## config.mk

```make
export PLATFORM = sky130hd
export DESIGN_NAME = syn_sram_acc_arb
export DESIGN_NICKNAME = d
export VERILOG_FILES = /design/src/rtl/syn_sram_acc_arb.sv
export SDC_FILE = /design/constraint.sdc
export NUM_CORES = 1
export LEC_CHECK = 0
export BUFFER_PORTS_ARGS = -buffer_cell sky130_fd_sc_hd__clkbuf_2
export CAP_MARGIN = 25
export CORE_MARGIN = 8
export CORE_UTILIZATION = 45
export CTS_BUF_LIST = sky130_fd_sc_hd__clkbuf_8 sky130_fd_sc_hd__clkbuf_16
export DETAILED_ROUTE_END_ITERATION = 10
export GPL_ROUTABILITY_DRIVEN = 1
export GPL_TIMING_DRIVEN = 1
export HOLD_SLACK_MARGIN = 0.08
export PLACE_DENSITY_LB_ADDON = 0.05
export SYNTH_ARGS = -nofsm -noshare
export SYNTH_HDL_FRONTEND = slang
export SYNTH_SLANG_ARGS = --single-unit
```

## constraint.sdc

```tcl
create_clock -name clk_ir -period 3.1 [get_ports clk_ir]
set_clock_uncertainty 0.15 [all_clocks]
set_input_delay 0.62 -clock clk_ir [delete_from_list [all_inputs] [get_ports clk_ir]]
set_output_delay 0.62 -clock clk_ir [all_outputs]
set_load 0.05 [all_outputs]
```

## src/rtl/syn_sram_acc_arb.sv

```systemverilog
// Two-agent SRAM access arbiter: agent 0 (read-only, high priority) and agent 1 (read/write).
// Grants one access per cycle onto a registered bus and inserts an idle cycle on write-to-read.
// Bounds agent-1 starvation and returns read data through a 3-stage tag pipe.
module syn_sram_acc_arb #(
  parameter int unsigned ADDR_W       = 18,
  parameter int unsigned STARVE_LIMIT = 16
) (
  input  logic              clk_ir,
  input  logic              rst_sync_l,
  input  logic              a0_req,
  input  logic [ADDR_W-1:0] a0_addr,
  output logic              a0_ready,
  output logic              a0_rd_valid,
  input  logic              a1_req,
  input  logic              a1_wr,
  input  logic [ADDR_W-1:0] a1_addr,
  input  logic [15:0]       a1_wr_data,
  input  logic [1:0]        a1_be,
  output logic              a1_ready,
  output logic              a1_rd_valid,
  output logic [15:0]       rd_data,
  output logic [ADDR_W-1:0] sram_addr,
  output logic [15:0]       sram_wr_data,
  output logic [1:0]        sram_be,
  output logic              sram_cs,
  output logic              sram_rd_en,
  output logic              sram_wr_en,
  input  logic [15:0]       sram_rd_data
);

  localparam logic [7:0] LimitCnt = 8'(STARVE_LIMIT);

  logic [7:0]        r_starve_cnt;
  logic [ADDR_W-1:0] r_addr;
  logic [15:0]       r_wr_data;
  logic [1:0]        r_be;
  logic              r_cs;
  logic              r_rd_en;
  logic              r_wr_en;
  // Tag pipe, index 0 = youngest; id 1 = agent 1.
  logic [2:0]        r_tag_v;
  logic [2:0]        r_tag_id;

  logic              w_force_a1;
  logic              w_win_a0;
  logic              w_win_a1;
  logic              w_win_rd;
  logic              w_turn;
  logic              w_acc0;
  logic              w_acc1;
  logic              w_ld_v;
  logic [7:0]        w_starve_d;

  // Arbitration: forced agent 1, then agent 0, then agent 1; stall a read right after a write.
  always_comb begin
    w_force_a1 = a1_req && (r_starve_cnt == LimitCnt);
    w_win_a1   = w_force_a1 || (a1_req && !a0_req);
    w_win_a0   = a0_req && !w_force_a1;
    w_win_rd   = w_win_a0 || (w_win_a1 && !a1_wr);
    w_turn     = r_wr_en && w_win_rd;
    w_acc0     = w_win_a0 && !w_turn;
    w_acc1     = w_win_a1 && !w_turn;
    w_ld_v     = w_acc0 || (w_acc1 && !a1_wr);
  end

  // Starvation counter next state: hold on turnaround, clear on agent-1 win or idle agent 1.
  always_comb begin
    w_starve_d = r_starve_cnt;
    if (w_turn) begin
      w_starve_d = r_starve_cnt;
    end else if (!a1_req || w_acc1) begin
      w_starve_d = 8'd0;
    end else if (w_acc0 && (r_starve_cnt != LimitCnt)) begin
      w_starve_d = r_starve_cnt + 8'd1;
    end
  end

  // Starvation counter register.
  always_ff @(posedge clk_ir or negedge rst_sync_l) begin
    if (!rst_sync_l) begin
      r_starve_cnt <= 8'd0;
    end else begin
      r_starve_cnt <= w_starve_d;
    end
  end

  // Bus register: load on accept, otherwise drop strobes and hold the data fields.
  always_ff @(posedge clk_ir or negedge rst_sync_l) begin
    if (!rst_sync_l) begin
      r_addr    <= '0;
      r_wr_data <= 16'd0;
      r_be      <= 2'b00;
      r_cs      <= 1'b0;
      r_rd_en   <= 1'b0;
      r_wr_en   <= 1'b0;
    end else if (w_acc0) begin
      r_addr    <= a0_addr;
      r_be      <= 2'b11;
      r_cs      <= 1'b1;
      r_rd_en   <= 1'b1;
      r_wr_en   <= 1'b0;
    end else if (w_acc1) begin
      r_addr    <= a1_addr;
      r_wr_data <= a1_wr_data;
      r_be      <= a1_wr ? a1_be : 2'b11;
      r_cs      <= 1'b1;
      r_rd_en   <= !a1_wr;
      r_wr_en   <= a1_wr;
    end else begin
      r_cs      <= 1'b0;
      r_rd_en   <= 1'b0;
      r_wr_en   <= 1'b0;
    end
  end

  // Read tag pipe, aligned so stage 3 meets the driver's registered read data.
  always_ff @(posedge clk_ir or negedge rst_sync_l) begin
    if (!rst_sync_l) begin
      r_tag_v  <= 3'b000;
      r_tag_id <= 3'b000;
    end else begin
      r_tag_v  <= {r_tag_v[1:0], w_ld_v};
      r_tag_id <= {r_tag_id[1:0], w_acc1};
    end
  end

  // Output mapping.
  always_comb begin
    a0_ready     = w_acc0;
    a1_ready     = w_acc1;
    a0_rd_valid  = r_tag_v[2] && !r_tag_id[2];
    a1_rd_valid  = r_tag_v[2] && r_tag_id[2];
    rd_data      = r_tag_v[2] ? sram_rd_data : 16'd0;
    sram_addr    = r_addr;
    sram_wr_data = r_wr_data;
    sram_be      = r_be;
    sram_cs      = r_cs;
    sram_rd_en   = r_rd_en;
    sram_wr_en   = r_wr_en;
  end

endmodule

```

Word level (Yosys, flattened, before mapping)
Cells that the tools add are included.
Operators by class
  bitwise gates (word level): 2
  reductions and logical operators: 25
  $add $sub $neg: 1
  multiplexer cells: 14
  equality and inequality tests: 2
Operators by type and width (count)
  18-bit 2-to-1 mux: 2
  16-bit 2-to-1 mux: 1
  8-bit 2-to-1 mux: 2
  1-bit logical AND: 11
  8-bit by 1-bit adder with 8-bit output (second input constant): 1
  8-bit by 5-bit == test with 1-bit output (second input constant): 1
  8-bit by 5-bit != test with 1-bit output (second input constant): 1
  1-bit logical NOT: 6
  1-bit 2-to-1 mux: 6
  2-bit 2-to-1 mux: 3
  1-bit logical OR: 4
  2-bit AND reduction: 2
  2-bit nonzero test: 2
  1-bit inverter: 2
Word-level totals
  input bits: 75
  flip-flop bits (word level): 53

Longest topological paths before layout
Gate-level depths: netlist of the first run.
  depth in word-level cells: 11
  gate-level depth with buffers: 8
  mapped depth without buffers: 7

Worst setup path before layout of the first run
No wires, ideal clock.
  path kind: register -> output
  start point: register r_starve_cnt[0]
  end point: output port a0_ready
  buffers on the path: 1
  data arrival time: 1.673 ns
  setup slack: 0.657 ns
  required time: 2.330 ns
  cell stages (with the launch flop): 7
  cells stage by stage: dfrtp_1 inv_1 ha_1 and4bb_2 a211o_1 inv_1 buf_2
On the way
  word-level cells in the longest chain between the ends: 8
  elaborated cells on any way between the ends: 10
  classes of those cells: 1 x eq/ne; 9 x reduce/logical
Ends and longest elaborated chain
  start, declared: line 33  | logic [7:0] r_starve_cnt;
  start signal, assigned: line 83  | r_starve_cnt <= w_starve_d;
  8-bit by 5-bit == test with 1-bit output (*): line 56  | w_force_a1 = a1_req && (r_starve_cnt == LimitCnt);
  1-bit logical AND (*): line 56
  1-bit logical NOT or 1-bit logical OR (tied branches): line 58, 57
  1-bit logical AND (on tied branches): line 58, 59
  1-bit logical OR: line 59  | w_win_rd = w_win_a0 || (w_win_a1 && !a1_wr);
  1-bit logical AND: line 60  | w_turn = r_wr_en && w_win_rd;
  1-bit logical NOT: line 61  | w_acc0 = w_win_a0 && !w_turn;
  1-bit logical AND (*): line 61
  end, declared: line 12  | output logic a0_ready,
Mark *: on every way between the ends. The rest lies on a longest branch, timed or not.

Worst setup path after layout of the first run
  start point: register r_starve_cnt[2]
  end point: output port a1_ready
On the way
  word-level cells in the longest chain between the ends: 8
  elaborated cells on any way between the ends: 10
  classes of those cells: 1 x eq/ne; 9 x reduce/logical
Ends and longest elaborated chain
  8-bit by 5-bit == test with 1-bit output (*): line 56
  1-bit logical AND (*): line 56
  1-bit logical NOT or 1-bit logical OR (tied branches): line 58, 57
  1-bit logical AND (on tied branches): line 58, 59
  1-bit logical OR: line 59
  1-bit logical AND: line 60
  1-bit logical NOT: line 62  | w_acc1 = w_win_a1 && !w_turn;
  1-bit logical AND (*): line 62
  end, declared: line 19  | output logic a1_ready,
Marked as above.

==> out/qor.yml, run 1 <==
status:
  status: "finished clean"
logic_synthesis:
  synth_top_family_by_area: "compound AO/OA/AOI/OAI gates"
  synth.largest_area_cell: "dfrtp_1"
  synthAdderAreaFrac: 0.0100
  synth_xor_area_frac: 0
  ys_seq_area_frac: 0.521
  synth_cell_types: 39
  synth_flop_cell: "dfrtp_1"
  synthMuxAreaShare: 0.0721
  syn_avg_cell_area_um2: 10.2
  synth_seq_cells: 52
  syn_area_mm2: 0.00250
  yosysWarnings: 0
  async_flop_share: 1.00
  synth_edf_count: 0
  synth_compound_area_frac: 0.204
  syn_nets: 322
  syn_inst: 245
  synthTopCellsByArea: "dfrtp_1, o21ai_0, a31oi_1"
  synth_top_area_frac: 0.521
  synth-simple-area-share: 0.154
cts:
  cts_setup_buffers: 0
  cts_resized: 0
  cts_buffers: 5
  cts_tree: "yes"
  clock_latency_ns: 0.30
  clockRootBuffer: "clkbuf_8"
  path_clk_slew_ns: 0.10
  cts_sinks: 52
  cts_max_level: 2
  clk_path_buf_depth: 2
  cts_hold_buf: 0
final_layout:
  stdcell_area_mm2: 0.00334
  finish.utilization: 0.615
  final_nets: 455
  area_growth_pct: 33.9
  n_antenna_cell: 0
  drive_above_1_share: 0.427
  instances_no_fill: 451
global_routing:
  first_global_vias: 2439
  grt_max_degree: 53
  antenna_found_initial: 0
  grt_pass1_wl_mm: 12.4
  overflow: 0
  grt_usage: 0.182
pwr:
  swShare: 0.400
  power_frac_comb: 0.340
  p_sw_uw: 713
  p_int_mw: 1.07
  clockPowerShare: 0.219
  pwr_density_cell_mw_per_mm2: 533
  total_power_mw: 1.78
  p_seq_frac: 0.441
  peakVddDrop_mv: 0.257
  p_leak_nw: 1.63
worst_setup_path:
  setup.worst_path.class: "register to primary output"
  ff2ff_path_depth: 4
  cp-end-kind: "primary output"
  critPathSlowestCell: "or4b_4"
  cp.required_ns: 2.33
  rrSetupSlack_ns: 0.76
  cp.arrival_ns: 1.94
  r2r_end: "sram_be[0]$_DFFE_PN0P_"
  crit_chain: "or4b_4 > o21ai_4 > nand2_4 > inv_4 > clkbuf_2"
  cp_slowest_stage_delay_ns: 0.58
  rr_startpoint: "sram_wr_en$_DFF_PN0_"
  worst_setup_path_start_kind: "register"
  critPathMaxFanout: 7
sta:
  max_freq_mhz: 369
  relSlewSlack: 0.553
  layout_setup_ws_ns: 0.390
  setup_viol: 0
  worst_pin_slew_ns: 0.671
  fin_crit_ns: 2.71
  drv_slew: 0
  whs_ns: 0.208
  rsz0062_at_grt: "false"
  fin_crit_sh: 0.874
  setup_tns_ns: 0
  hold_violations: 0
route:
  via_per_inst: 5.29
  drc: 0
  vias: 2385
  drt_iter0_markers: 102
  dr.pass1.iters: 5
  routedWlPerCell_um: 16.6
  finalWirelength_mm: 7.47
  antenna_left: 0
placement:
  place_area_mm2: 0.00325
  gp_congestion: 0.852
  dp_slack_ns: 0.513
  portBuffers: 133
  dpl.cell_count: 443
  hpwl_mm: 5.55
flow_run:
  cap_viol_max_count: 0
floorplanning:
  die_h_um: 90.5
  die_area_mm2: 0.00819
  placementRows: 27
  initial_core_util: 0.459
  die_w_um: 90.5
  core_mm2: 0.00544
  pin_count: 134
min_path:
  hold_depth: 0
  min-delay-start: "r_tag_v[1]$_DFF_PN0_"
  min_to: "r_tag_v[2]$_DFF_PN0_"
  min_path_type: "register to register"
-- final cells by class --
class / instances / area (µm²)
clock buffer: 5 / 68.8
clock inverter: 3 / 21.3
fill: 487 / 2100
inverter: 7 / 28.8
multi-input combinational: 172 / 1100
sequential: 52 / 1300
tap: 72 / 90.1
timing repair buffer: 140 / 733
-- worst max path at each step --
stage | from | endpoint | slack [ns] | cells after the start
after floorplan | r_starve_cnt[0]$_DFFE_PN0P_ | a0_ready | 0.66 | 6
after global placement | a1_wr | sram_be[0]$_DFFE_PN0P_ | 0.57 | 5
after detailed placement | a1_wr | sram_be[1]$_DFFE_PN0P_ | 0.51 | 5
after CTS | r_starve_cnt[2]$_DFFE_PN0P_ | a1_ready | 0.38 | 5
after global routing | sram_wr_en$_DFF_PN0_ | a1_ready | 0.30 | 5
final | r_starve_cnt[2]$_DFFE_PN0P_ | a1_ready | 0.39 | 5
-- cells in the final DEF, fill, tap and decap left out, types with 6 or more instances in the layout --
cell / count
clkbuf_2: 132
dfrtp_1: 52
inv_1: 6
buf_4: 7
nand2_1: 13
nor2_1: 20
mux2_2: 7
o21ai_0: 27
a21oi_1: 19
and2_1: 18
a31oi_1: 21
mux2_1: 9
-- layer usage --
metal	vias up	track usage	share of wire
met4	0	0.0499	0.0094
met3	7	0.0574	0.074
met5	-	0	0
met2	104	0.294	0.48
li1	1150	-	-
met1	1124	0.228	0.44
-- cell usage after synthesis, types with 2 or more instances --
cell	instances
a21oi_1	19
a22oi_1	5
a31oi_1	21
and2_1	18
buf_2	3
clkbuf_1	10
dfrtp_1	52
ha_1	2
inv_1	6
mux2_1	9
mux2_2	7
nand2_1	13
nand2b_1	2
nand3_1	3
nor2_1	20
nor2b_1	2
nor3_1	2
nor4_1	3
o21ai_0	27
o32a_1	2
-- power groups by stage --
stage               Sequential [mW]  Combinational [mW]  Clock, mW
floorplan                      1.03               0.189          0
global placement              0.796               0.608          0
detailed placement            0.799               0.612          0
CTS                           0.786               0.613      0.404
global route                  0.797               0.642      0.424
finish                        0.786               0.606      0.390
-- sequential cells by signal, summed over array words and instances (netlist names) --
| signal | count |
|---|---|
| sram_wr_en | 1 |
| sram_addr | 18 |
| r_tag_id | 3 |
| sram_be | 2 |
| r_starve_cnt | 8 |
| sram_wr_data | 16 |
| r_tag_v | 3 |
| sram_cs | 1 |
-- logic make-up (layout without fill, tap and decap cells) --
logic type	after synthesis	in the layout
buf+inv	21	155
simple gates	70	70
flops	52	52
compound gates	84	84
fa+ha+maj	2	2
mux	16	16
-- critical path: cells and delay by family (launching register included) --
kind	cells	cell delay [ns]
simple gates	2	0.67
compound gates	1	0.17
flops	1	0.47
buf+inv	2	0.33
Note: power is estimated with default switching activity, not from simulation.
==> run 2, diff against run 1 <==
ABC_AREA = 1   (was unset)
==> run 2 against run 1 <==
  * Die area grew 6.5%
  * Design area grew 4.3%
  * Utilization shrank 1.9 points
  * Critical path type unchanged
  * Largest cell class unchanged
==> out/qor.yml, run 2 <==
logic_synthesis:
  syn_avg_cell_area_um2: 7.65  # -25%
  synth_top_area_frac: 0.483  # -0.0380
  syn_area_mm2: 0.00269  # +7.9%
  syn_nets: 429  # +33%
  syn_inst: 352  # +44%
  ys_seq_area_frac: 0.483  # -0.0380
  synth_flop_cell: "dfrtp_1"
  synth_seq_cells: 52  # unchanged
  yosysWarnings: 0  # unchanged
  synth.largest_area_cell: "dfrtp_1"
  synth_cell_types: 22  # -44%
  synthMostInstantiatedCell: "nand2_1"
  synth_edf_count: 0  # unchanged
  synthTopCellsByArea: "dfrtp_1, nand2_1, inv_1"
  async_flop_share: 1.00  # unchanged
  synth_commonest_cells: "nand2_1, dfrtp_1, inv_1, nand3_1, nand3_2"
cts:
  cts_hold_buf: 0  # unchanged
  cts_buffers: 5  # unchanged
  clock_latency_ns: 0.30  # about the same
  cts_max_level: 2  # unchanged
  cts_resized: 0  # unchanged
  path_clk_slew_ns: 0.09  # about the same
  cts_sinks: 52  # unchanged
  cts_tree: "yes"
  clk_path_buf_depth: 2  # unchanged
  cts_setup_buffers: 0  # unchanged
  clockRootBuffer: "clkbuf_8"
worst_setup_path:
  rrSetupSlack_ns: 0.72  # -0.04 ns
  critPathSlowestCell: "dfrtp_1"
  crit_chain: "inv_1 > ha_1 > inv_1 > nor2_1 > nand3_2 > nand2_2 > nand2_4 > nand2_8 > nand2_4 > inv_2 > clkbuf_2"
  cp.arrival_ns: 2.06  # +0.12 ns
  rr_startpoint: "r_starve_cnt[0]$_DFFE_PN0P_"
  critPathBufInv: 4  # +2
  cp.required_ns: 2.33  # about the same
  cp_slowest_stage_delay_ns: 0.42  # -0.16 ns
  r2r_end: "sram_addr[5]$_DFFE_PN0P_"
  worst_setup_path_start_kind: "register"
  critPathMaxFanout: 16  # +9
  ff2ff_path_depth: 12  # +8
  setup.worst_path.class: "register to primary output"
  cp-end-kind: "primary output"
  crit_family: "simple AND/OR/NAND/NOR gates"
sta:
  hold_violations: 0  # unchanged
  fin_crit_ns: 2.83  # +0.124 ns
  setup_tns_ns: 0  # unchanged
  setup_viol: 0  # unchanged
  whs_ns: 0.135  # -0.0732 ns
  relSlewSlack: 0.544  # -0.00883
  max_freq_mhz: 353  # -4.4%
  worst_pin_slew_ns: 0.682  # +0.0116 ns
  drv_slew: 0  # unchanged
  rsz0062_at_grt: "false"
  fin_crit_sh: 0.914  # +0.0400
floorplanning:
  die_h_um: 93.4  # +3.2%
  pin_count: 134  # unchanged
  placementRows: 28  # +3.7%
  core_mm2: 0.00585  # +7.6%
  die_w_um: 93.4  # +3.2%
  initial_core_util: 0.460  # +0.00127
  die_area_mm2: 0.00872  # +6.5%
final_layout:
  nFillCells: 569  # +17%
  largest_reg_flops: 18  # unchanged
  finish.utilization: 0.596  # -0.0189
  n_antenna_cell: 0  # unchanged
  final_nets: 557  # +22%
  layout_commonest_cell: "nand2_1"
  drive_above_1_share: 0.351  # -0.0761
  instances_no_fill: 556  # +23%
  final_cell_mix: "nand2_1, clkbuf_2, dfrtp_1"
  area_growth_pct: 29.4
placement:
  gp_congestion: 0.829  # -2.7%
  hpwl_mm: 5.41  # -2.6%
  dpl.cell_count: 548  # +24%
  portBuffers: 133  # unchanged
global_routing:
  grt_max_degree: 41  # -23%
  grt_usage: 0.156  # -0.0260
  first_global_vias: 2391  # -2.0%
  grt_pass1_wl_mm: 11.2  # -10%
  overflow: 0  # unchanged
  antenna_found_initial: 0  # unchanged
route:
  antenna_left: 0  # unchanged
  routedWlPerCell_um: 12.4  # -25%
  dr.pass1.iters: 4  # -1
  drc: 0  # unchanged
  via_per_inst: 4.53  # -14%
  finalWirelength_mm: 6.87  # -8.0%
  drt_iter0_markers: 75  # -26%
  vias: 2518  # +5.6%
pwr:
  pwr_density_cell_mw_per_mm2: 523  # -1.8%
  total_power_mw: 1.82  # +2.4%
  peakVddDrop_mv: 0.313  # +22%
  p_leak_nw: 2.22  # +36%
status:
  status: "finished clean"
min_path:
  min_path_type: "input port to asynchronous set/reset pin"
flow_run:
  cap_viol_max_count: 0  # unchanged
-- run 2: cell types whose count changed in the layout (fill, tap and decap cells not counted), sizes merged, moves of 21 or more --
cell / delta
a31oi: -21
nand2: +172
nand3: +31
o21ai: -27
inv: +30
-- run 2: metal layers --
metal | global-route usage | wire [µm] | vias to the layer above
li1 | - | - | 1317
met1 | 0.189 | 2890 | 1099
met2 | 0.244 | 3080 | 96
met3 | 0.0761 | 850 | 6
met4 | 0.0322 | 51 | 0
met5 | 0 | 0 | -
-- run 2: worst max path at each step --
stage	endpoint	cells after the start	from
floorplan	a1_ready	6	a1_req
global placement	a1_ready	6	a1_req
detailed placement	a1_ready	6	a1_req
CTS	a1_ready	11	r_starve_cnt[0]$_DFFE_PN0P_
global route	a1_ready	11	r_starve_cnt[0]$_DFFE_PN0P_
finish	a1_ready	11	r_starve_cnt[0]$_DFFE_PN0P_
-- run 2: final cells by class --
class / instances / area, µm² / share of cell area
Timing Repair Buffer: 138 / 718 / 0.206
Clock buffer: 6 / 82.6 / 0.0237
Tap cell: 75 / 93.8 / 0.0269
Clock inverter: 2 / 15.0 / 0.00431
Sequential cell: 52 / 1300 / 0.373
Inverter: 38 / 143 / 0.0409
Multi-Input combinational cell: 245 / 1130 / 0.325
-- run 2: logic make-up after synthesis --
kind of cell / share of synthesized area
simple gates: 0.394
buf+inv: 0.0966
fa+ha+maj: 0.00929
xor+xnor: 0.0130
flops: 0.483
compound gates: 0.00371
-- run 2: power by group --
part	leakage [nW]	switching, mW	internal, mW	total (mW)
registers	0.650	0.0484	0.751	0.800
logic	1.53	0.478	0.153	0.631
clock network	0.0434	0.213	0.181	0.394
-- run 2: through the flow --
step / setup WS [ns] / instance area [µm²]
global placement: 0.541 / 3390
CTS: 0.238 / 3490
finish: 0.266 / 3490
detailed placement: 0.525 / 3390
global route: 0.0762 / 3490
floorplan: 0.780 / 2690
==> run 3, diff against run 2 <==
CORE_UTILIZATION = 41   (was 45)
clock period = 2.27 ns   (was 3.1 ns; I/O delays follow)
==> run 3 against run 2 <==
  * Clock power increased by 40%
  * Largest power group unchanged
  * Utilization decreased by 2.3 points
  * Sequential share of layout area shrank 1.5 points
  * Non-clock buffer count is 12 higher
  * Setup slack worse by 0.24 ns
  * Routed wire length is 3.8% higher
  * Power is 39% higher
  * Combinational power rose by 43%
  * Worst hold slack improved by 0.048 ns
  * Design area up 4.4%
==> out/qor.yml, run 3 (same netlist as run 2, synthesis figures left out) <==
status:
  status: "finished clean"
route:
  finalWirelength_mm: 7.13  # +3.8%
  drt_iter0_markers: 68  # -9.3%
  drc: 0  # unchanged
  dr.pass1.iters: 4  # unchanged
  via_per_inst: 4.56  # +0.80%
  vias: 2602  # +3.3%
  antenna_left: 0  # unchanged
  routedWlPerCell_um: 12.5  # +1.3%
cts:
  clockRootBuffer: "clkbuf_8"
  clk_path_buf_depth: 2  # unchanged
  clock_latency_ns: 0.31  # about the same
  cts_sinks: 52  # unchanged
  cts_tree: "yes"
  cts_max_level: 2  # unchanged
  cts_buffers: 5  # unchanged
  path_clk_slew_ns: 0.10  # about the same
worst_setup_path:
  critPathSlowestCell: "dfrtp_1"
  critPathMaxFanout: 3  # -13
  setup.worst_path.class: "register to primary output"
  critPathBufInv: 4  # unchanged
  rr_startpoint: "r_starve_cnt[0]$_DFFE_PN0P_"
  worst_setup_path_start_kind: "register"
  crit_chain: "inv_2 > ha_4 > inv_2 > nor2_2 > nand3_2 > nand2_2 > nand2_4 > nand2_8 > nand2_4 > inv_4 > buf_12"
  cp.arrival_ns: 1.64  # -0.42 ns
  r2r_end: "sram_addr[14]$_DFFE_PN0P_"
  cp.required_ns: 1.67  # -0.66 ns
  rrSetupSlack_ns: 0.21  # -0.51 ns
  cp-end-kind: "primary output"
  crit_family: "simple AND/OR/NAND/NOR gates"
  cp_slowest_stage_delay_ns: 0.40  # -0.02 ns
  ff2ff_path_depth: 14  # +2
sta:
  relSlewSlack: 0.683  # +0.139
  max_freq_mhz: 445
  fin_crit_sh: 0.990
  setup_viol: 0  # unchanged
  worst_pin_slew_ns: 0.476  # -0.206 ns
  rsz0062_at_grt: "true"
  drv_slew: 0  # unchanged
  fin_crit_ns: 2.25
  setup_tns_ns: 0  # unchanged
  hold_violations: 0  # unchanged
pwr:
  peakVddDrop_mv: 0.437  # +40%
  p_sw_mw: 1.06  # +43%
  total_power_mw: 2.54  # +39%
  p_seq_frac: 0.428  # -0.010
  p_int_mw: 1.49  # +37%
  p_leak_nw: 2.29  # +3.0%
  swShare: 0.415  # +0.00968
  pwr_density_cell_mw_per_mm2: 699  # +34%
  power_frac_comb: 0.355  # +0.009
  clockPowerShare: 0.216  # about the same
floorplanning:
  placementRows: 29  # +3.6%
  die_h_um: 97.1  # +3.9%
  pin_count: 134  # unchanged
  core_mm2: 0.00635  # +8.5%
  die_w_um: 97.1  # +3.9%
  die_area_mm2: 0.00942  # +8.0%
  initial_core_util: 0.424  # -0.0362
global_routing:
  overflow: 0  # unchanged
  grt_pass1_wl_mm: 12.4  # +11%
  grt_usage: 0.153  # -0.00306
  antenna_found_initial: 0  # unchanged
  grt_max_degree: 53  # +29%
  first_global_vias: 2734  # +14%
final_layout:
  largest_reg_flops: 18  # unchanged
  drive_above_1_share: 0.377  # +0.0259
  final_cell_mix: "nand2_1, clkbuf_2, dfrtp_1"
  n_antenna_cell: 0  # unchanged
  final_nets: 569  # +2.2%
  layout_commonest_cell: "nand2_1"
  area_growth_pct: 35.1
placement:
  gp_congestion: 0.771  # -7.0%
  portBuffers: 133  # unchanged
  hpwl_mm: 5.35  # -1.1%
flow_run:
  cap_viol_max_count: 0  # unchanged
min_path:
  hold_depth: 3
  min_path_type: "input port to register"
  min-delay-start: "a1_wr_data[8]"
  min_to: "sram_wr_data[8]$_DFFE_PN0P_"
==> run 3: cell count changes in the layout (fill, tap and decap cells not counted), moves of 2 or more <==
cell / delta
inv_1: -3
buf_4: +9
buf_12: +3
inv_4: +2
==> run 3: tightest hold or removal path, cell delays in order <==
cell and delay [ns]:
clkbuf_2 0.07, nand2_1 0.04, nand2_1 0.04
==> run 3: worst max path at each step <==
stage	end	slack (ns)	cells past startpoint	start
3_3_place_gp	a1_ready	0.19	11	r_starve_cnt[0]$_DFFE_PN0P_
5_1_grt	a1_ready	-0.08	11	r_starve_cnt[0]$_DFFE_PN0P_
3_5_place_dp	a1_ready	0.15	11	r_starve_cnt[0]$_DFFE_PN0P_
4_1_cts	a1_ready	-0.02	11	r_starve_cnt[0]$_DFFE_PN0P_
2_1_floorplan	a1_ready	0.15	11	r_starve_cnt[0]$_DFFE_PN0P_
6_report	a1_ready	0.02	11	r_starve_cnt[0]$_DFFE_PN0P_
==> run 3: stage by stage <==
step,utilization,area (µm²),hold slack [ns],instances,setup WS (ns)
final,0.573,3640,0.183,570,0.0228
after CTS,0.566,3590,0.178,566,-0.0193
after global placement,0.543,3450,0.181,552,0.188
after floorplan,-,2690,0.00841,352,0.146
after global routing,0.573,3640,0.182,570,-0.0764
after detailed placement,0.543,3450,0.185,552,0.150
==> run 3: power by group through the flow <==
stage | Sequential, mW | Clock [mW] | Combinational, mW
4_1_cts | 1.09 | 0.573 | 0.906
2_1_floorplan | 1.43 | 0 | 0.305
6_report | 1.09 | 0.551 | 0.903
3_5_place_dp | 1.11 | 0 | 0.892
5_1_grt | 1.11 | 0.605 | 0.978
3_3_place_gp | 1.11 | 0 | 0.884
==> run 3: layout make-up <==
class,count,area (µm²)
Clock buffer,5,68.8
Clock inverter,3,26.3
Fill cell,619,2710
Inverter,38,148
Multi-Input combinational cell,245,1150
Sequential cell,52,1300
Tap cell,77,96.3
Timing Repair Buffer,150,851
==> run 3: repair_timing <==
action | 4_1_cts | 5_1_grt
endpoints found under the setup margin | 2 | 2
hold buffers | 1 | 0
resized for setup | 3 | 7
cloned | 0 | 0
pin swaps | 5 | 5
setup buffers | 5 | 4
endpoints found under the hold margin | 52 | 0
==> run 3: metal layers <==
metal  vias to the layer above  track usage  share of wire
met2                       111        0.254           0.44
met1                      1144        0.174           0.43
met5                         -            0              0
met4                         0       0.0260         0.0053
met3                         4       0.0754           0.12
li1                       1343            -              -
